<file path="src/rtl/ddr3_rd_arbiter_if.sv">
// ---------------------------------------------------------------------------
// ddr3_rd_arbiter_if
//   One requester port of the DDR3 read arbiter.
//   master : requester side (drives read/addr/burst, receives accept/rdata/rvalid)
//   slave  : arbiter side
//   read   : read request, held until accept
//   addr   : burst start word address, stable while read=1
//   burst  : beats in burst (1..2^BURST_W-1)
//   accept : 1-cycle pulse when the EMIF takes the command
//   rdata  : returned read beat
//   rvalid : rdata valid
// ---------------------------------------------------------------------------
interface ddr3_rd_arbiter_if #(
   parameter int unsigned ADDR_W  = 22,
   parameter int unsigned DATA_W  = 256,
   parameter int unsigned BURST_W = 5
);
   logic               read;
   logic [ADDR_W-1:0]  addr;
   logic [BURST_W-1:0] burst;
   logic               accept;
   logic [DATA_W-1:0]  rdata;
   logic               rvalid;

   modport master (output read, addr, burst, input accept, rdata, rvalid);
   modport slave  (input read, addr, burst, output accept, rdata, rvalid);
endinterface

</file>
<file path="src/rtl/ddr3_rd_arbiter.sv">
// ---------------------------------------------------------------------------
// ddr3_rd_arbiter
//   Two-port read arbiter/sequencer in front of the DDR3 EMIF Avalon-MM read
//   port. Port 0 is the frame/pixel reader, port 1 the pattern/config loader.
//   One burst command is granted at a time and held until the EMIF accepts it;
//   each accepted burst is logged in a tag FIFO ({port, burst}) so returning
//   beats are steered back to the issuing port.
//
//   Ports:
//     mem_clk, mem_rst        EMIF user clock, async active-high reset
//     req0, req1              requester ports (ddr3_rd_arbiter_if.slave)
//     ddr3_emif_*             Avalon-MM read command / read data to the EMIF
//     busy                    command pending or bursts outstanding
//     err                     sticky: burst==0 request, or read beat with no tag
//
//   Configuration macro:
//     DDR3_RD_ARB_RR_EN       defined   : round-robin arbitration
//                             undefined : fixed priority, port 0 wins
// ---------------------------------------------------------------------------
module ddr3_rd_arbiter #(
   parameter int unsigned ADDR_W    = 22,
   parameter int unsigned DATA_W    = 256,
   parameter int unsigned BURST_W   = 5,
   parameter int unsigned TAG_DEPTH = 8
) (
   input  logic                mem_clk,
   input  logic                mem_rst,
   ddr3_rd_arbiter_if.slave    req0,
   ddr3_rd_arbiter_if.slave    req1,
   input  logic                ddr3_emif_ready,
   output logic                ddr3_emif_read,
   output logic [ADDR_W-1:0]   ddr3_emif_addr,
   output logic [BURST_W-1:0]  ddr3_emif_burst_count,
   input  logic [DATA_W-1:0]   ddr3_emif_read_data,
   input  logic                ddr3_emif_rddata_valid,
   output logic                busy,
   output logic                err
);
   localparam int unsigned        PTR_W    = $clog2(TAG_DEPTH);
   localparam logic [PTR_W:0]     OCC_FULL = (PTR_W+1)'(TAG_DEPTH);
   localparam logic [PTR_W:0]     OCC_ONE  = (PTR_W+1)'(1);
   localparam logic [PTR_W-1:0]   PTR_ONE  = PTR_W'(1);
   localparam logic [BURST_W-1:0] BEAT_ONE = BURST_W'(1);

   typedef enum logic {IDLE, ISSUE} state_t;

   state_t             state;
   logic               grant_port;
   logic [BURST_W:0]   tag_mem [TAG_DEPTH];   // {port, burst}
   logic [PTR_W-1:0]   wr_ptr, rd_ptr;
   logic [PTR_W:0]     occ;
   logic [BURST_W-1:0] beat_cnt;
   logic               rvalid0_q, rvalid1_q;
   logic [DATA_W-1:0]  rdata0_q, rdata1_q;

   logic               v0, v1, pick1;
   logic               fifo_full, fifo_empty;
   logic               push, pop, beat_ok;
   logic               head_port;
   logic [BURST_W-1:0] head_burst;

   // A zero-length burst is never eligible; it only raises err.
   assign v0 = req0.read && (req0.burst != '0);
   assign v1 = req1.read && (req1.burst != '0);

   assign fifo_full  = (occ == OCC_FULL);
   assign fifo_empty = (occ == '0);
   assign push       = (state == ISSUE) && ddr3_emif_ready;
   assign beat_ok    = ddr3_emif_rddata_valid && !fifo_empty;
   assign {head_port, head_burst} = tag_mem[rd_ptr];
   assign pop        = beat_ok && (beat_cnt == head_burst - BEAT_ONE);

   // Accept must be visible in the handshake cycle itself, otherwise the
   // requester's still-high read would be re-granted on return to IDLE.
   assign req0.accept = push && !grant_port;
   assign req1.accept = push &&  grant_port;
   assign req0.rvalid = rvalid0_q;
   assign req1.rvalid = rvalid1_q;
   assign req0.rdata  = rdata0_q;
   assign req1.rdata  = rdata1_q;
   assign busy        = (state == ISSUE) || !fifo_empty;

`ifdef DDR3_RD_ARB_RR_EN
   // Port granted by the most recent accept; the other port wins a tie.
   logic last_grant;

   always_ff @(posedge mem_clk or posedge mem_rst) begin
      if (mem_rst)   last_grant <= 1'b0;
      else if (push) last_grant <= grant_port;
   end

   assign pick1 = v1 && (!v0 || !last_grant);
`else
   assign pick1 = v1 && !v0;
`endif

   // Command FSM
   always_ff @(posedge mem_clk or posedge mem_rst) begin
      if (mem_rst) begin
         state                 <= IDLE;
         ddr3_emif_read        <= 1'b0;
         ddr3_emif_addr        <= '0;
         ddr3_emif_burst_count <= '0;
         grant_port            <= 1'b0;
      end else begin
         case (state)
            IDLE: begin
               if ((v0 || v1) && !fifo_full) begin
                  state                 <= ISSUE;
                  ddr3_emif_read        <= 1'b1;
                  grant_port            <= pick1;
                  ddr3_emif_addr        <= pick1 ? req1.addr  : req0.addr;
                  ddr3_emif_burst_count <= pick1 ? req1.burst : req0.burst;
               end
            end
            ISSUE: begin
               if (ddr3_emif_ready) begin
                  state          <= IDLE;
                  ddr3_emif_read <= 1'b0;
               end
            end
            default: state <= IDLE;
         endcase
      end
   end

   // Tag storage needs no reset; validity is tracked by occ.
   always_ff @(posedge mem_clk) begin
      if (push) tag_mem[wr_ptr] <= {grant_port, ddr3_emif_burst_count};
   end

   // Tag FIFO pointers / occupancy and beat counter
   always_ff @(posedge mem_clk or posedge mem_rst) begin
      if (mem_rst) begin
         wr_ptr   <= '0;
         rd_ptr   <= '0;
         occ      <= '0;
         beat_cnt <= '0;
      end else begin
         if (push) wr_ptr <= wr_ptr + PTR_ONE;
         if (pop)  rd_ptr <= rd_ptr + PTR_ONE;
         case ({push, pop})
            2'b10:   occ <= occ + OCC_ONE;
            2'b01:   occ <= occ - OCC_ONE;
            default: occ <= occ;
         endcase
         if (beat_ok) beat_cnt <= pop ? '0 : beat_cnt + BEAT_ONE;
      end
   end

   // Return path: registered steering to the head tag's port
   always_ff @(posedge mem_clk or posedge mem_rst) begin
      if (mem_rst) begin
         rvalid0_q <= 1'b0;
         rvalid1_q <= 1'b0;
         rdata0_q  <= '0;
         rdata1_q  <= '0;
      end else begin
         rvalid0_q <= beat_ok && !head_port;
         rvalid1_q <= beat_ok &&  head_port;
         if (beat_ok && !head_port) rdata0_q <= ddr3_emif_read_data;
         if (beat_ok &&  head_port) rdata1_q <= ddr3_emif_read_data;
      end
   end

   // Sticky error
   always_ff @(posedge mem_clk or posedge mem_rst) begin
      if (mem_rst) begin
         err <= 1'b0;
      end else if ((req0.read && (req0.burst == '0)) ||
                   (req1.read && (req1.burst == '0)) ||
                   (ddr3_emif_rddata_valid && fifo_empty)) begin
         err <= 1'b1;
      end
   end
endmodule

</file>
<file path="src/flat_wrapper.sv">
// flat-port wrapper written by rule: the top's interface ports become plain ports
module ddr3_rd_arbiter_flat 
#(
   parameter int unsigned ADDR_W    = 22,
   parameter int unsigned DATA_W    = 256,
   parameter int unsigned BURST_W   = 5,
   parameter int unsigned TAG_DEPTH = 8
)
  (mem_clk, mem_rst, ddr3_emif_ready, ddr3_emif_read, ddr3_emif_addr, ddr3_emif_burst_count, ddr3_emif_read_data, ddr3_emif_rddata_valid, busy, err, req0_read, req0_addr, req0_burst, req0_accept, req0_rdata, req0_rvalid, req1_read, req1_addr, req1_burst, req1_accept, req1_rdata, req1_rvalid);
  ddr3_rd_arbiter_if #(.ADDR_W(ADDR_W), .DATA_W(DATA_W), .BURST_W(BURST_W)) req0_i ();
  ddr3_rd_arbiter_if #(.ADDR_W(ADDR_W), .DATA_W(DATA_W), .BURST_W(BURST_W)) req1_i ();
  input  logic mem_clk;
  input  logic mem_rst;
  input  logic ddr3_emif_ready;
  output logic ddr3_emif_read;
  output logic [ADDR_W-1:0] ddr3_emif_addr;
  output logic [BURST_W-1:0] ddr3_emif_burst_count;
  input  logic [DATA_W-1:0] ddr3_emif_read_data;
  input  logic ddr3_emif_rddata_valid;
  output logic busy;
  output logic err;
  input wire logic [$bits(req0_i.read)-1:0] req0_read;
  input wire logic [$bits(req0_i.addr)-1:0] req0_addr;
  input wire logic [$bits(req0_i.burst)-1:0] req0_burst;
  output wire logic [$bits(req0_i.accept)-1:0] req0_accept;
  output wire logic [$bits(req0_i.rdata)-1:0] req0_rdata;
  output wire logic [$bits(req0_i.rvalid)-1:0] req0_rvalid;
  input wire logic [$bits(req1_i.read)-1:0] req1_read;
  input wire logic [$bits(req1_i.addr)-1:0] req1_addr;
  input wire logic [$bits(req1_i.burst)-1:0] req1_burst;
  output wire logic [$bits(req1_i.accept)-1:0] req1_accept;
  output wire logic [$bits(req1_i.rdata)-1:0] req1_rdata;
  output wire logic [$bits(req1_i.rvalid)-1:0] req1_rvalid;
  assign req0_i.read = req0_read;
  assign req0_i.addr = req0_addr;
  assign req0_i.burst = req0_burst;
  assign req0_accept = req0_i.accept;
  assign req0_rdata = req0_i.rdata;
  assign req0_rvalid = req0_i.rvalid;
  assign req1_i.read = req1_read;
  assign req1_i.addr = req1_addr;
  assign req1_i.burst = req1_burst;
  assign req1_accept = req1_i.accept;
  assign req1_rdata = req1_i.rdata;
  assign req1_rvalid = req1_i.rvalid;
  ddr3_rd_arbiter #(.ADDR_W(ADDR_W), .DATA_W(DATA_W), .BURST_W(BURST_W), .TAG_DEPTH(TAG_DEPTH)) u_core (.mem_clk(mem_clk), .mem_rst(mem_rst), .req0(req0_i), .req1(req1_i), .ddr3_emif_ready(ddr3_emif_ready), .ddr3_emif_read(ddr3_emif_read), .ddr3_emif_addr(ddr3_emif_addr), .ddr3_emif_burst_count(ddr3_emif_burst_count), .ddr3_emif_read_data(ddr3_emif_read_data), .ddr3_emif_rddata_valid(ddr3_emif_rddata_valid), .busy(busy), .err(err));
endmodule
</file>
<file path="config.mk">
export PLATFORM = sky130hd
export DESIGN_NAME = ddr3_rd_arbiter_flat
export DESIGN_NICKNAME = d
export VERILOG_FILES = /design/src/rtl/ddr3_rd_arbiter_if.sv /design/src/rtl/ddr3_rd_arbiter.sv /design/src/flat_wrapper.sv
export SDC_FILE = /design/constraint.sdc
export NUM_CORES = 1
export LEC_CHECK = 0
export ABC_AREA = 1
export CELL_PAD_IN_SITES_DETAIL_PLACEMENT = 1
export CELL_PAD_IN_SITES_GLOBAL_PLACEMENT = 1
export CORE_AREA = 5 5 330 332
export CTS_CLUSTER_DIAMETER = 40
export DETAILED_ROUTE_END_ITERATION = 6
export DIE_AREA = 0 0 335 337
export GPL_ROUTABILITY_DRIVEN = 0
export PLACE_DENSITY_LB_ADDON = 0.1
export SETUP_SLACK_MARGIN = 0.15
export SLEW_MARGIN = 0
export SYNTH_ARGS = -nofsm -noshare
export SYNTH_HDL_FRONTEND = slang
export SYNTH_SLANG_ARGS = --single-unit
</file>
<file path="constraint.sdc">
create_clock -name mem_clk -period 22.6 [get_ports mem_clk]
set_clock_uncertainty 0.05 [all_clocks]
set_input_delay 3.39 -clock mem_clk [delete_from_list [all_inputs] [get_ports mem_clk]]
set_output_delay 3.39 -clock mem_clk [all_outputs]
set_load 0.02 [all_outputs]
</file>
# == Word level (Yosys, flattened, before mapping) ==
# Memories as Yosys holds them, arrays and structs flattened.
# Index checks and enable logic that the tools add are counted.
# totals
ff_bits,560
latchBits,0
ramBits,48
rom_bits,0
word_cells,71
n_memories,1
# op_classes
add_sub_neg,6
n_mul,0
div,0
magnitude_cmp,0
n_eq_ne,6
shifts,0
muxes,12
bitwise_logic,1
n_reduce_logical,31
# memory_table
name,depth,width,read_ports,rd_clocked_by_memory_dff,wr,line,text
u_core.tag_mem,8,6,1,0,1,ddr3_rd_arbiter.sv:49,logic [BURST_W:0] tag_mem [TAG_DEPTH];
# op_table
op,n
$mux 22,1
$logic_and 1x1->1,14
$logic_not 5->1,2
$mux 5,2
$reduce_bool 5->1,2
$pmux 4 s2,1
$add 3x1->3 const B,2
$mux 1,6
$add 5x1->5 const B,1
$eq 5x5->1,1
$logic_not 1->1,5
$sub 5x1->5 const B,1
$add 4x1->4 const B,1
$eq 4x4->1 const B,1
$logic_not 4->1,1
$logic_or 1x1->1,4
$pmux 1 s2,2
$reduce_and 2->1,2
$sub 4x1->4 const B,1
$eq 2x1->1 const B,1
$eq 2x2->1 const B,1
$ne 2x1->1 const B,1
$ne 2x2->1 const B,1
$reduce_bool 2->1,1
$not 1->1,1

# == Depth between registers and ports, before layout ==
# Gate-level depths: netlist of the first run.
# depth
ltp_word,6
mapped_depth,23
mapped_depth_nobuf,21

# == Least setup slack after synthesis of the first run ==
# No wires, ideal clock.
# synth_path
path_kind,input to output
from,input ddr3_emif_ready
to,output req0_accept
t_arrival_ns,3.826
path_slack_ns,15.334
path_stages,2
path_buffers,0
cell_sequence,nand2_1 > nor2_1
# synth_between
elab_chain_cells,2
# synth_rtl
item,line,text
"start, declared",flat_wrapper.sv:14,input logic ddr3_emif_ready;
$logic_and 1x1->1,ddr3_rd_arbiter.sv:68,assign push = (state == ISSUE) && ddr3_emif_ready;
$logic_and 1x1->1,ddr3_rd_arbiter.sv:75,assign req0.accept = push && !grant_port;
"end, declared",flat_wrapper.sv:25,output wire logic [$bits(req0_i.accept)-1:0] req0_accept;
# No other way between the ends.

# == Final worst setup path of the first run ==
# layout_path
from,input ddr3_emif_ready
to,output req1_accept
# layout_between
elab_chain_cells,2
# layout_rtl
item,line,text
$logic_and 1x1->1,ddr3_rd_arbiter.sv:68,
$logic_and 1x1->1,ddr3_rd_arbiter.sv:76,assign req1.accept = push && grant_port;
"end, declared",flat_wrapper.sv:31,output wire logic [$bits(req1_i.accept)-1:0] req1_accept;
# No other way between the ends.

==> metrics.md, run 1 <==
| Metric | Value |
|---|---|
| Status | complete, no violations |
| Vias in the first global route | 24660 |
| Data arrival time of the critical path | 4.86 ns |
| Pre-Repair DR Iteration Count | 5 |
| TNS Setup | 0 ns |
| Rows | 120 |
| Setup slack at placement | 14.27 ns |
| Die width | 335 um |
| Height of the die | 337 um |
| Max-Cap Viols | 0 |
| Reg area | 0.01545 mm2 |
| Yosys top cell area share | 56.53% |
| Hold-fix buffer count after cts | 0 |
| Total Die Area | 0.1129 mm2 |
| Core ar. | 0.1060 mm2 |
| Synth area leader | dfrtp_1 |
| Mean Syn Cell Area | 9.033 um2 |
| XOR/XNOR Fraction of Synth Area | 0.3180% |
| Synth Cell Area | 0.02479 mm2 |
| H-tree depth | 4 |
| Crit path required time | 19.16 ns |
| Simple-Gate Fraction of Synth Area | 25.16% |
| Endpoints failing hold | 0 |
| PwrDens | 179.5 mW/mm2 |
| Initial Util | 23.38% |
| CP dominant cell by count | clkdlybuf4s50_1 |
| Compound-Gate Fraction of Synth Area | 6.325% |
| CP max stage cell | clkdlybuf4s50_1 |
| Clk sinks | 608 |
| CP Class | input pin to primary output |
| Share of cells above drive strength 1 | 7.719% |
| CP bufs+invs | 2 |
| Leak pwr | 18.36 nW |
| Clock Latency Late Sink | 0.69 ns |
| ANT nets after route | 0 |
| Average wire per standard cell | 22.58 um |
| Final HPWL DP | 80070 um |
| Final Max Slew Viols | 0 |
| Fmax achieved | 120.5 MHz |
| Final setup margin | 14.30 ns |
| Crit path max fanout | 8 |
| Final setup viols | 0 |
| Max clock buf depth | 3 |
| WL final | 115400 um |
| CP peak stage delay | 0.62 ns |
| Top Family by Delay on Critical Path | buffers and inverters |
| I/O Pins | 862 |
| Largest family of logic cells by synthesized area | simple AND/OR/NAND/NOR gates |
| Largest net degree at the start of global routing | 180 |
| RSZ-0062 raised after global routing | false |
| Synthesized net count | 3067 |
| Hold WC Path Type | register to register |
| Most frequent cells in the layout | nand2_1 (1445), clkdlybuf4s50_1 (861), dfrtp_1 (560), o21ai_0 (184), clkbuf_16 (140) |
| Total number of vias | 22290 |
| CTS tree | yes |
| DRC | 0 |
| First-pass GRT wire length | 167400 um |
| Post-synthesis mux area share | 0% |
| Clock Root Buffer | clkbuf_16 |
| CTS Buf Count | 131 |
| Commonest non-fill, non-tap cell in the layout | nand2_1 |
| GRT Overall Usage | 19.76% |
| GR Overflow Total | 0 |
| Post-synthesis adder-cell area fraction | 0.3533% |
| Vias per inst | 4.363 |
| Layout Area Growth over Synthesis | 57.32% |
| Largest cells by area after synthesis | dfrtp_1 (57%), nand2_1 (22%), edfxtp_1 (5.8%), o21ai_0 (3.7%), o21ai_1 (2.3%) |
| I/O Buffers | 861 |
| Maximum VDD drop | 0.08053 mV |
| Post-synthesis register bit count | 608 |
| Nets | 3914 |
| Clock transition at the registers of the reported paths | 0.05 ns |
| Synth warnings | 0 |
| Critical path endpoint category | primary output |
| Seq/Total Area, Yosys | 62.35% |
| Startpoint Class | input pin |
| Min cycle time layout | 8.298 ns |
| Multi-input logic area | 0.008000 mm2 |
| Setup bufs post-CTS | 0 |
| Post-cts resize count | 0 |
| Detailed Route Iter0 Violations | 823 |
| Synth Instances | 2744 |
| Final period utilization | 36.71% |
| Initial antenna violation count | 27 |
| Unique masters post-synth | 38 |
| Worst R2R Setup Slack | 17.45 ns |
| Least-Margin Pin Slew | 1.245 ns |
| Max-slew headroom | 16.98% |
| Worst-path cell chain | clkdlybuf4s50_1 > nand2_1 > nor2_1 > clkdlybuf4s50_1 |
| Fill cell count | 12120 |
==> worst register-to-register path, delay by kind of cell, from the launching register on <==
kind | cells | cell delay (ns)
DFF | 1 | 0.76
and+or+nand+nor | 4 | 1.20
AOI/OAI and AO/OA | 2 | 0.35
buffers and inverters | 4 | 2.74
==> per-stage QoR <==
step                power, mW  hold slack, ns  instance area [um2]  std cells  utilization (%)
floorplan               3.451          0.4426                24790       2744                -
global placement        5.005          0.4071                34330       4861            32.38
detailed placement      5.061          0.4118                34330       4861            32.38
CTS                     7.133          0.4240                38960       5095            36.75
global route            7.417          0.4447                38980       5103            36.77
finish                  6.998          0.4197                38990       5109            36.79
==> cell families after synthesis <==
kind of cell    count (synthesis)
buf+inv                       242
xor+xnor                        9
simple gates                 1575
compound gates                303
fa+ha+maj                       7
flops                         608
==> synthesized netlist by cell type, drive strengths merged <==
library cell  number
a32oi              1
buf              114
or2                1
nor3               2
o31ai              1
a41oi              1
ha                 7
o211ai             1
nor2              31
dfrtp            560
xor2               5
inv               80
nand3b             2
o21ai            296
nand3             66
edfxtp            48
o221ai             2
a21oi              1
nand4              3
xnor2              4
clkbuf            48
nand2           1469
and2               1
==> path summary, 6_finish.rpt <==
check / start / endpoint / cells after the start
min in group asynchronous: mem_rst / u_core.req0.rdata[40] / 2
worst min register to register: u_core.ddr3_emif_addr[7] / u_core.ddr3_emif_addr[7] / 2
worst min-delay path: u_core.ddr3_emif_addr[7] / u_core.ddr3_emif_addr[7] / 2
max in group asynchronous: mem_rst / u_core.req1.rdata[145] / 4
worst max register to register: u_core.rd_ptr[1] / u_core.req0.rdata[101] / 10
worst max-delay path: ddr3_emif_ready / req1_accept / 4
==> layer usage <==
layer / GRT usage, % / share of wire [%] / vias up
li1: - / - / 10330
met1: 21.12 / 37 / 11050
met2: 34.53 / 50 / 702
met3: 8.834 / 9.4 / 190
met4: 7.313 / 3.2 / 22
met5: 0 / 0.14 / -
==> flip-flops by register name (all words and copies together) (netlist names), 3 cells and up <==
signal                        cells
u_core.req0.rdata               256
u_core.ddr3_emif_burst_count      5
u_core.beat_cnt                   5
u_core.occ                        4
u_core.rd_ptr                     3
u_core.wr_ptr                     3
u_core.tag_mem                   48
u_core.req1.rdata               256
u_core.ddr3_emif_addr            22
==> power breakdown <==
part	switching (mW)	leakage, nW	internal (mW)
combinational	1.91	8.77	1.16
sequential	0.300	7.35	1.62
clock	0.626	2.24	1.39
==> layout make-up <==
cell class	count	area share, %
clock inverter	53	2.015
clock buffer	181	9.867
antenna	14	0.08984
sequential	608	39.63
inverter	80	0.8278
timing repair buffer	876	22.55
multi-input combinational	1894	20.52
tap	1403	4.502
Note: power is estimated with default switching activity, not from simulation.
==> run 2, diff against run 1 <==
==> constraint.sdc (replaced) <==
create_clock -name mem_clk -period 7.9 [get_ports mem_clk]
set_clock_uncertainty 0.05 [all_clocks]
set_input_delay 1.185 -clock mem_clk [delete_from_list [all_inputs] [get_ports mem_clk]]
set_output_delay 1.185 -clock mem_clk [all_outputs]
set_load 0.02 [all_outputs]
==> run 2 against run 1 <==
Count of clock-buffer cells in the layout shrank 25. Sequential cell count is the same. Power grew to 2.8 times the previous value. Sequential share of layout area grew 0.23 points. Critical path type is now register to register. Highest routed layer unchanged.
==> metrics.md, run 2 (synthesis results as in run 1) <==
| Metric | Value |
|---|---|
| Reg power frac | 28.1% (+0.7 points) |
| Reg area | 0.01545 mm2 (unchanged) |
| Most frequent cells in the layout | nand2_1 (1445), clkdlybuf4s50_1 (861), dfrtp_1 (560), o21ai_0 (184), clkbuf_16 (123) |
| Maximum VDD drop | 0.2096 mV (+160%) |
| Reg-to-reg critical path startpoint | u_core.rd_ptr[0] |
| Height of the die | 337 um (unchanged) |
| Layout Area Growth over Synthesis | 56.41% |
| Hold-fix buffer count after cts | 0 (unchanged) |
| I/O Pins | 862 (unchanged) |
| ANT nets after route | 0 (unchanged) |
| Multi-input logic area | 0.008000 mm2 (unchanged) |
| Leak pwr | 18.27 nW (-0.50%) |
| Nets | 3904 (-0.26%) |
| CP Class | register to register |
| Clk pwr share | 27.6% (-1.1 points) |
| Vias per inst | 4.380 (+0.37%) |
| Total power | 19.77 mW (+180%) |
| CP bufs+invs | 3 (+1) |
| Rows | 120 (unchanged) |
| Crit path launch | u_core.rd_ptr[0] |
| Data arrival time of the critical path | 5.53 ns (+0.67 ns) |
| CP peak stage delay | 1.06 ns (+0.44 ns) |
| Min cycle time layout | 4.977 ns |
| Global routing's busiest layer | met2 |
| Met2 Use GR | 34.98% (+0.44 points) |
| Max clock buf depth | 3 (unchanged) |
| Setup slack at placement | 2.561 ns (-11.71 ns) |
| Worst-path cell chain | inv_8 > o21ai_1 > o221ai_2 > nand2_8 > nand2_8 > inv_8 > buf_12 > nand2_1 > nand2_1 |
| I/O Buffers | 861 (unchanged) |
| CTS Buf Count | 120 (-8.4%) |
| Final HPWL DP | 81560 um (+1.9%) |
| Critical path endpoint category | register |
| Clock transition at the registers of the reported paths | 0.05 ns (about the same) |
| GRT Overall Usage | 19.88% (+0.12 points) |
| Final cell count without fillers | 5097 (-0.23%) |
| Final setup viols | 0 (unchanged) |
| Final Max Slew Viols | 0 (unchanged) |
| DRC | 0 (unchanged) |
| Pre-Repair DR Iteration Count | 4 (-1) |
| Final core utilization | 36.57% (-0.21 points) |
| Fmax achieved | 200.9 MHz |
| Clock Latency Late Sink | 0.69 ns (about the same) |
| Hold_sp | u_core.ddr3_emif_addr[12] |
| Fill cell count | 12050 (-0.62%) |
| Initial antenna violation count | 22 (-19%) |
| DP Cell Count | 4862 (+0.021%) |
| Hold WC Path Type | register to register |
| Status | complete, no violations |
| Least-Margin Pin Slew | 1.400 ns (+0.1551 ns) |
| Die width | 335 um (unchanged) |
| Total number of vias | 22320 (+0.14%) |
| Startpoint Class | register |
| Power Internal | 11.60 mW (+180%) |
| CTS tree | yes |
| PwrDens | 509.9 mW/mm2 (+180%) |
| Top Family by Delay on Critical Path | buffers and inverters |
| GR Overflow Total | 0 (unchanged) |
| Total Die Area | 0.1129 mm2 (unchanged) |
| Max-slew headroom | 6.637% (-10 points) |
| Clock Root Buffer | clkbuf_16 |
| First-pass GRT wire length | 168600 um (+0.67%) |
| Final period utilization | 63.00% |
| Share of cells above drive strength 1 | 7.818% (+0.098 points) |
| Endpoints failing hold | 0 (unchanged) |
| Crit path max fanout | 148 (+140) |
| Post-cts resize count | 0 (unchanged) |
| RSZ-0062 raised after global routing | false |
| Detailed Route Iter0 Violations | 1029 (+25%) |
| Largest net degree at the start of global routing | 195 (+8.3%) |
| Switching power | 8.167 mW (+190%) |
| CP max stage cell | dfrtp_1 |
| Vias in the first global route | 24540 (-0.48%) |
| Commonest non-fill, non-tap cell in the layout | nand2_1 |
| Clk sinks | 608 (unchanged) |
| Average wire per standard cell | 22.82 um (+1.1%) |
| Final setup margin | 2.923 ns (-11.38 ns) |
| M3 GR Usage | 7.438% (-1.4 points) |
| Comb power frac | 44.3% (+0.4 points) |
| Sw Ratio | 41.31% (+0.77 points) |
| WL final | 116300 um (+0.84%) |
| Met1 GRT Util | 22.31% (+1.2 points) |
| H-tree depth | 3 (-1) |
| Initial Util | 23.38% (unchanged) |
| Max-Cap Viols | 0 (unchanged) |
| Crit path required time | 8.46 ns (-10.70 ns) |
| Worst R2R Setup Slack | 2.92 ns (-14.53 ns) |
| Setup bufs post-CTS | 0 (unchanged) |
| Core ar. | 0.1060 mm2 (unchanged) |
==> run 2: layout make-up <==
| class | count | share of cell area [%] |
|---|---|---|
| Inverter | 80 | 0.8230 |
| Timing Repair Buffer | 877 | 22.83 |
| Clock buffer | 156 | 8.801 |
| Sequential cell | 608 | 39.86 |
| Clock inverter | 69 | 2.456 |
| Tap cell | 1403 | 4.528 |
| Multi-Input combinational cell | 1894 | 20.64 |
| Antenna cell | 10 | 0.06455 |
==> run 2: power groups by stage <==
stage          combinational [mW]  clock, mW  sequential (mW)
4_1_cts                      8.96       5.60             5.58
6_report                     8.76       5.46             5.55
3_5_place_dp                 8.92          0             5.58
5_1_grt                      9.44       5.76             5.73
3_3_place_gp                 8.80          0             5.54
2_1_floorplan                2.87          0             7.00
==> run 2: layer usage <==
metal / wire length, um / vias up
li1: - / 10300
met1: 44690 / 11150
met2: 58480 / 669
met3: 9698 / 180
met4: 3318 / 20
met5: 135 / -
==> run 2: worst min-delay path: stages, from the launching register on <==
cell and delay, ns:
dfrtp_1 0.34, nand2_1 0.05, nand2_1 0.04
==> run 2: final timing paths <==
check                                       endpoint  cells past startpoint
setup / recovery              u_core.req0.rdata[206]                      9
hold / removal             u_core.ddr3_emif_addr[12]                      2
setup reg to reg              u_core.req0.rdata[206]                      9
hold reg to reg            u_core.ddr3_emif_addr[12]                      2
max in group asynchronous     u_core.req0.rdata[219]                      4
min in group asynchronous     u_core.req1.rdata[243]                      2
==> run 2: stage by stage <==
step / area [um2] / hold WS (ns) / setup TNS [ns]
CTS: 38740 / 0.4216 / 0
finish: 38770 / 0.4168 / 0
global placement: 34380 / 0.4063 / 0
global route: 38760 / 0.4406 / 0
floorplan: 24790 / 0.4426 / -536.89
detailed placement: 34380 / 0.4074 / 0
==> variant 1, RTL diff (flow settings as in run 2) <==
The option `DDR3_RD_ARB_RR_EN` is turned on by a define.
--- a/src/rtl/ddr3_rd_arbiter.sv
+++ b/src/rtl/ddr3_rd_arbiter.sv
@@ -17,6 +17,8 @@
 //     DDR3_RD_ARB_RR_EN       defined   : round-robin arbitration
 //                             undefined : fixed priority, port 0 wins
 // ---------------------------------------------------------------------------
+`define DDR3_RD_ARB_RR_EN
+
 module ddr3_rd_arbiter #(
    parameter int unsigned ADDR_W    = 22,
    parameter int unsigned DATA_W    = 256,
Check against the original RTL: not equivalent (a bounded check fails within 4 cycles, from zero or initial values and one cycle with mem_rst high).
==> variant 1 against run 2 <==
Fmax is 4.8% higher; critical endpoint is now u_core.req0.rdata[106]$_DFFE_PP0P_; setup slack better by 0.23 ns; non-clock buffer count is 8 higher; routed wire length is 0.60% higher; cell area is 0.53% lower; synthesized area is 2.3% lower; worst hold slack better by 0.0045 ns; combinational power is 2% higher; sequential cell count is 1 higher; final cell count is 0.26% lower; total power is 1.4% higher; core utilization is 0.19 points lower.
==> variant 1: results (changes against run 2) <==
M1 WL = 44.4 mm (was 44.7 mm)
Mapped Nets = 3022 (was 3067)
Switching Share = 41.5% (was 41.3%)
Post-detail-place hpwl = 82.3 mm (was 81.6 mm)
Met2 routed WL = 56.6 mm (was 58.5 mm)
Initial DRC count = 957 (was 1029)
Via count = 22300 (about the same)
Placed Cells incl. Taps = 4830 (was 4862)
Post-synth cell types = 35 (was 38)
Worst skew pair latency = 0.71 ns (was 0.69 ns)
Post-Route WL = 117 mm (was 116 mm)
Top Metal Used = met5 (unchanged)
Worst path max stage delay = 0.77 ns (was 1.06 ns)
Fillers = 12100 (was 12000)
Grt met1 use = 22.2% (was 22.3%)
CP max FO = 136 (was 148)
Sequential fraction of the synthesis area = 63.9% (was 62.3%)
H-tree Lvls = 4 (was 3)
Crit path DAT = 5.33 ns (was 5.53 ns)
Vias in the first global route = 24300 (was 24500)
Final #Nets = 3882 (was 3904)
Port buffer count = 861 (unchanged)
Met3 usage = 8.51% (was 7.44%)
Pre-Repair DR Iteration Count = 5 (was 4)
Slew @ Worst Pin = 1.31 ns (was 1.40 ns)
EDFF count, synth = 48 (unchanged)
Post-synthesis area per instance = 8.97 um2 (was 9.03 um2)
Met3 wire length = 10.8 mm (was 9.70 mm)
First-pass GRT wire length = 168 mm (was 169 mm)
Top post-synthesis cells by area = dfrtp_1, nand2_1, edfxtp_1 (unchanged)
Post-DP Area = 34000 um2 (was 34400 um2)
Final core occ = 36.4% (was 36.6%)
DP Worst Slack = 2.76 ns (was 2.56 ns)
Status = finished clean (unchanged)
VDD IR max = 248 uV (was 210 uV)
CTS max path bufs = 3 (unchanged)
Vias per std cell = 4.38 (about the same)
Grt met2 use = 33.3% (was 35.0%)
Total track usage = 20.0% (was 19.9%)
Initial antenna violation count = 25 (was 22)
==> variant 1: cell types whose count changed after synthesis, sizes merged, moves of 4 or more <==
| cell | change |
|---|---|
| a21oi | +56 |
| buf | -9 |
| clkbuf | +4 |
| inv | -26 |
| nand2 | -52 |
| nand3 | -23 |
| nor2 | +31 |
| o21ai | -32 |
| o21bai | +5 |
==> variant 1: area by class of cell <==
| type | instances | area (um2) | area share (%) |
|---|---|---|---|
| Sequential cell | 609 | 15500 | 40.1 |
| Tap cell | 1403 | 1760 | 4.55 |
| Timing Repair Buffer | 885 | 8840 | 22.9 |
| Inverter | 56 | 224 | 0.581 |
| Clock inverter | 64 | 796 | 2.06 |
| Multi-Input combinational cell | 1877 | 7740 | 20.1 |
| Clock buffer | 175 | 3700 | 9.59 |
| Antenna cell | 15 | 37.5 | 0.0973 |
==> variant 1: logic make-up (layout without fill, tap and decap cells) <==
family | Yosys count | after routing | share of synthesized area [%]
flip-flops | 609 | 609 | 63.9
AND/OR/NAND/NOR | 1530 | 1530 | 24.1
other | 0 | 15 | 0
AO/OA/AOI/OAI | 331 | 331 | 6.97
buffers and inverters | 213 | 1180 | 4.28
adder cells (fa/ha/maj) | 7 | 7 | 0.362
XOR/XNOR | 9 | 9 | 0.325
==> variant 1: worst paths after layout <==
kind | start | to | slack, ns
worst max-delay path | u_core.rd_ptr[1]$_DFFE_PP0N_ | u_core.req0.rdata[106]$_DFFE_PP0P_ | 3.15
worst min-delay path | u_core.req0.rdata[252]$_DFFE_PP0P_ | u_core.req0.rdata[252]$_DFFE_PP0P_ | 0.42
worst max register to register | u_core.rd_ptr[1]$_DFFE_PP0N_ | u_core.req0.rdata[106]$_DFFE_PP0P_ | 3.15
worst min register to register | u_core.req0.rdata[252]$_DFFE_PP0P_ | u_core.req0.rdata[252]$_DFFE_PP0P_ | 0.42
max in group asynchronous | mem_rst | u_core.req0.rdata[48]$_DFFE_PP0P_ | 4.95
min in group asynchronous | mem_rst | u_core.req1.rdata[254]$_DFFE_PP0P_ | 0.91
==> variant 1: worst register-to-register path, delay by kind of cell, from the launching register on <==
| kind | cells | cell delay (ns) |
|---|---|---|
| buffers and inverters | 3 | 2.08 |
| AND/OR/NAND/NOR | 4 | 1.42 |
| flip-flops | 1 | 0.77 |
| AO/OA/AOI/OAI | 2 | 0.37 |
==> variant 1: power by group through the flow <==
stage / sequential [mW] / combinational (mW) / clock, mW
after floorplan: 7.03 / 2.83 / 0
after global placement: 5.50 / 8.97 / 0
after detailed placement: 5.56 / 9.09 / 0
after CTS: 5.55 / 9.12 / 5.75
after global routing: 5.71 / 9.65 / 5.89
final: 5.53 / 8.92 / 5.60
==> variant 2, RTL diff (settings of run 2) <==
Without the edit above. Put one more register stage on the output `err`, cleared by the reset. The value now appears one clock later. The other outputs are not delayed to match.
--- a/src/rtl/ddr3_rd_arbiter.sv
+++ b/src/rtl/ddr3_rd_arbiter.sv
@@ -43,6 +43,8 @@
    localparam logic [BURST_W-1:0] BEAT_ONE = BURST_W'(1);
 
    typedef enum logic {IDLE, ISSUE} state_t;
+
+   logic err_s0;
 
    state_t             state;
    logic               grant_port;
@@ -166,12 +168,20 @@
    // Sticky error
    always_ff @(posedge mem_clk or posedge mem_rst) begin
       if (mem_rst) begin
-         err <= 1'b0;
+         err_s0 <= 1'b0;
       end else if ((req0.read && (req0.burst == '0)) ||
                    (req1.read && (req1.burst == '0)) ||
                    (ddr3_emif_rddata_valid && fifo_empty)) begin
-         err <= 1'b1;
+         err_s0 <= 1'b1;
       end
    end
+   always_ff @(posedge mem_clk or posedge mem_rst) begin
+      if (mem_rst) begin
+         err <= '0;
+      end else begin
+         err <= err_s0;
+      end
+   end
+
 endmodule
 
Check against the original RTL: not equivalent (Yosys sat finds a counterexample within 4 cycles, from zero or initial values and one cycle with mem_rst high).
==> variant 2 against run 2 <==
Die area unchanged; final cell count is 0.49% higher; via count increased by 0.79%; setup slack improved by 0.43 ns; cell area up 0.96%; routed wire length down 1.8%; synthesized area up 0.10%; clock power increased by 7.0%; worst hold slack lost 0.078 ns; sequential cell count rose by 1; critical path depth did not move; total power up 1.6%; critical path type unchanged; largest cell class unchanged.
==> variant 2: results (changes against run 2) <==
Total track usage = 19.6% (was 19.9%)
Vias in the first global route = 24900 (was 24500)
Slew @ Worst Pin = 1.24 ns (was 1.40 ns)
Lkg Pwr = 18.4 nW (was 18.3 nW)
Fraction of layout instances using a drive strength above 1 = 8.26% (was 7.82%)
Gates resized, CTS repair = 0 (unchanged)
Initial antenna violation count = 28 (was 22)
Num CTS Buffers = 132 (was 120)
Syn. warnings = 0 (unchanged)
CTS max path bufs = 3 (unchanged)
Port buffer count = 861 (unchanged)
Pin count of the biggest net entering global routing = 200 (was 195)
H-tree Lvls = 4 (was 3)
Post-synthesis async set-or-reset flop share = 92.1% (about the same)
Post-detail-place hpwl = 80.5 mm (was 81.6 mm)
Post-Route WL = 114 mm (was 116 mm)
Mapped Nets = 3068 (was 3067)
Vias per std cell = 4.39 (was 4.38)
Post-CTS Setup Inserts = 0 (unchanged)
Root Driver = clkbuf_16 (unchanged)
Initial DRC count = 803 (was 1029)
Sequential fraction of the synthesis area = 62.4% (was 62.3%)
Status = finished clean (unchanged)
Synth top cells by count = nand2_1, dfrtp_1, o21ai_0 (unchanged)
Final #Nets = 3921 (was 3904)
Crit path DAT = 5.13 ns (was 5.53 ns)
Hold path cells = 0 (was 2)
VDD IR max = 267 uV (was 210 uV)
Top post-synthesis cells by area = dfrtp_1, nand2_1, edfxtp_1 (unchanged)
Pre-Repair DR Iteration Count = 5 (was 4)
Reg2reg setup slack = 3.35 ns (was 2.92 ns)
First-pass GRT wire length = 167 mm (was 169 mm)
Worst skew pair latency = 0.71 ns (was 0.69 ns)
CP max FO = 199 (was 148)
Fillers = 12100 (was 12000)
[variant 2: logic make-up (layout without fill, tap and decap cells)]
logic type | Yosys count | in the layout | share of synthesized area (%)
DFF | 609 | 609 | 62.4
and+or+nand+nor | 1575 | 1575 | 25.1
adders and majority gates | 7 | 7 | 0.353
buffers and inverters | 242 | 1203 | 5.49
AOI/OAI and AO/OA | 303 | 303 | 6.32
xor gates and xnor gates | 9 | 9 | 0.318
other | 0 | 13 | 0
[variant 2: cell type report]
class / instances / area [um2] / area share [%]
flip-flops and latches: 609 / 15500 / 39.5
repair buffers: 881 / 8830 / 22.6
multi-input cells: 1894 / 8000 / 20.4
clock buffers: 162 / 3600 / 9.19
well taps: 1403 / 1760 / 4.49
clock inverters: 80 / 1120 / 2.87
inverters: 80 / 319 / 0.815
diodes: 13 / 32.5 / 0.0831
[variant 2: critical path, cell delays in order (launching register included)]
cell      delay, ns
dfrtp_1        1.06
inv_8          0.23
o21ai_1        0.24
o221ai_2       0.17
nand2_8        0.37
nand2_8        0.45
inv_8          0.48
buf_12         0.65
nand2_1        0.13
nand2_1        0.11
[variant 2: path summary, 6_finish.rpt]
path                                                    from                                 end
worst max-delay path            u_core.rd_ptr[0]$_DFFE_PP0N_  u_core.req0.rdata[235]$_DFFE_PP0P_
worst min register to register     u_core.err_s0$_DFFE_PP0P_                u_core.err$_DFF_PP0_
worst max register to register  u_core.rd_ptr[0]$_DFFE_PP0N_  u_core.req0.rdata[235]$_DFFE_PP0P_
worst min-delay path               u_core.err_s0$_DFFE_PP0P_                u_core.err$_DFF_PP0_
min in group asynchronous                            mem_rst  u_core.req1.rdata[176]$_DFFE_PP0P_
max in group asynchronous                            mem_rst  u_core.req1.rdata[100]$_DFFE_PP0P_
[variant 2: per-stage QoR]
step / hold slack [ns] / util, % / worst slack [ns] / std cells / cell area [um2]
after global placement: 0.332 / 32.4 / 3.16 / 4867 / 34400
after global routing: 0.343 / 36.9 / 2.97 / 5116 / 39100
final: 0.339 / 36.9 / 3.35 / 5122 / 39100
after floorplan: 0.304 / - / -0.973 / 2745 / 24800
after detailed placement: 0.331 / 32.4 / 3.12 / 4867 / 34400
after CTS: 0.343 / 36.9 / 3.30 / 5109 / 39100
[variant 2: report_power, final]
group / internal, mW / leakage (nW) / switching [mW]
combinational: 3.32 / 8.78 / 5.42
sequential: 4.63 / 7.36 / 0.887
clock: 3.92 / 2.30 / 1.92
[variant 2: layer usage]
metal  share of wire [%]  global-route usage (%)
met1                  38                    21.8
met2                  50                    34.0
met3                 8.5                    7.99
met4                 3.0                    7.07
met5                0.15                       0
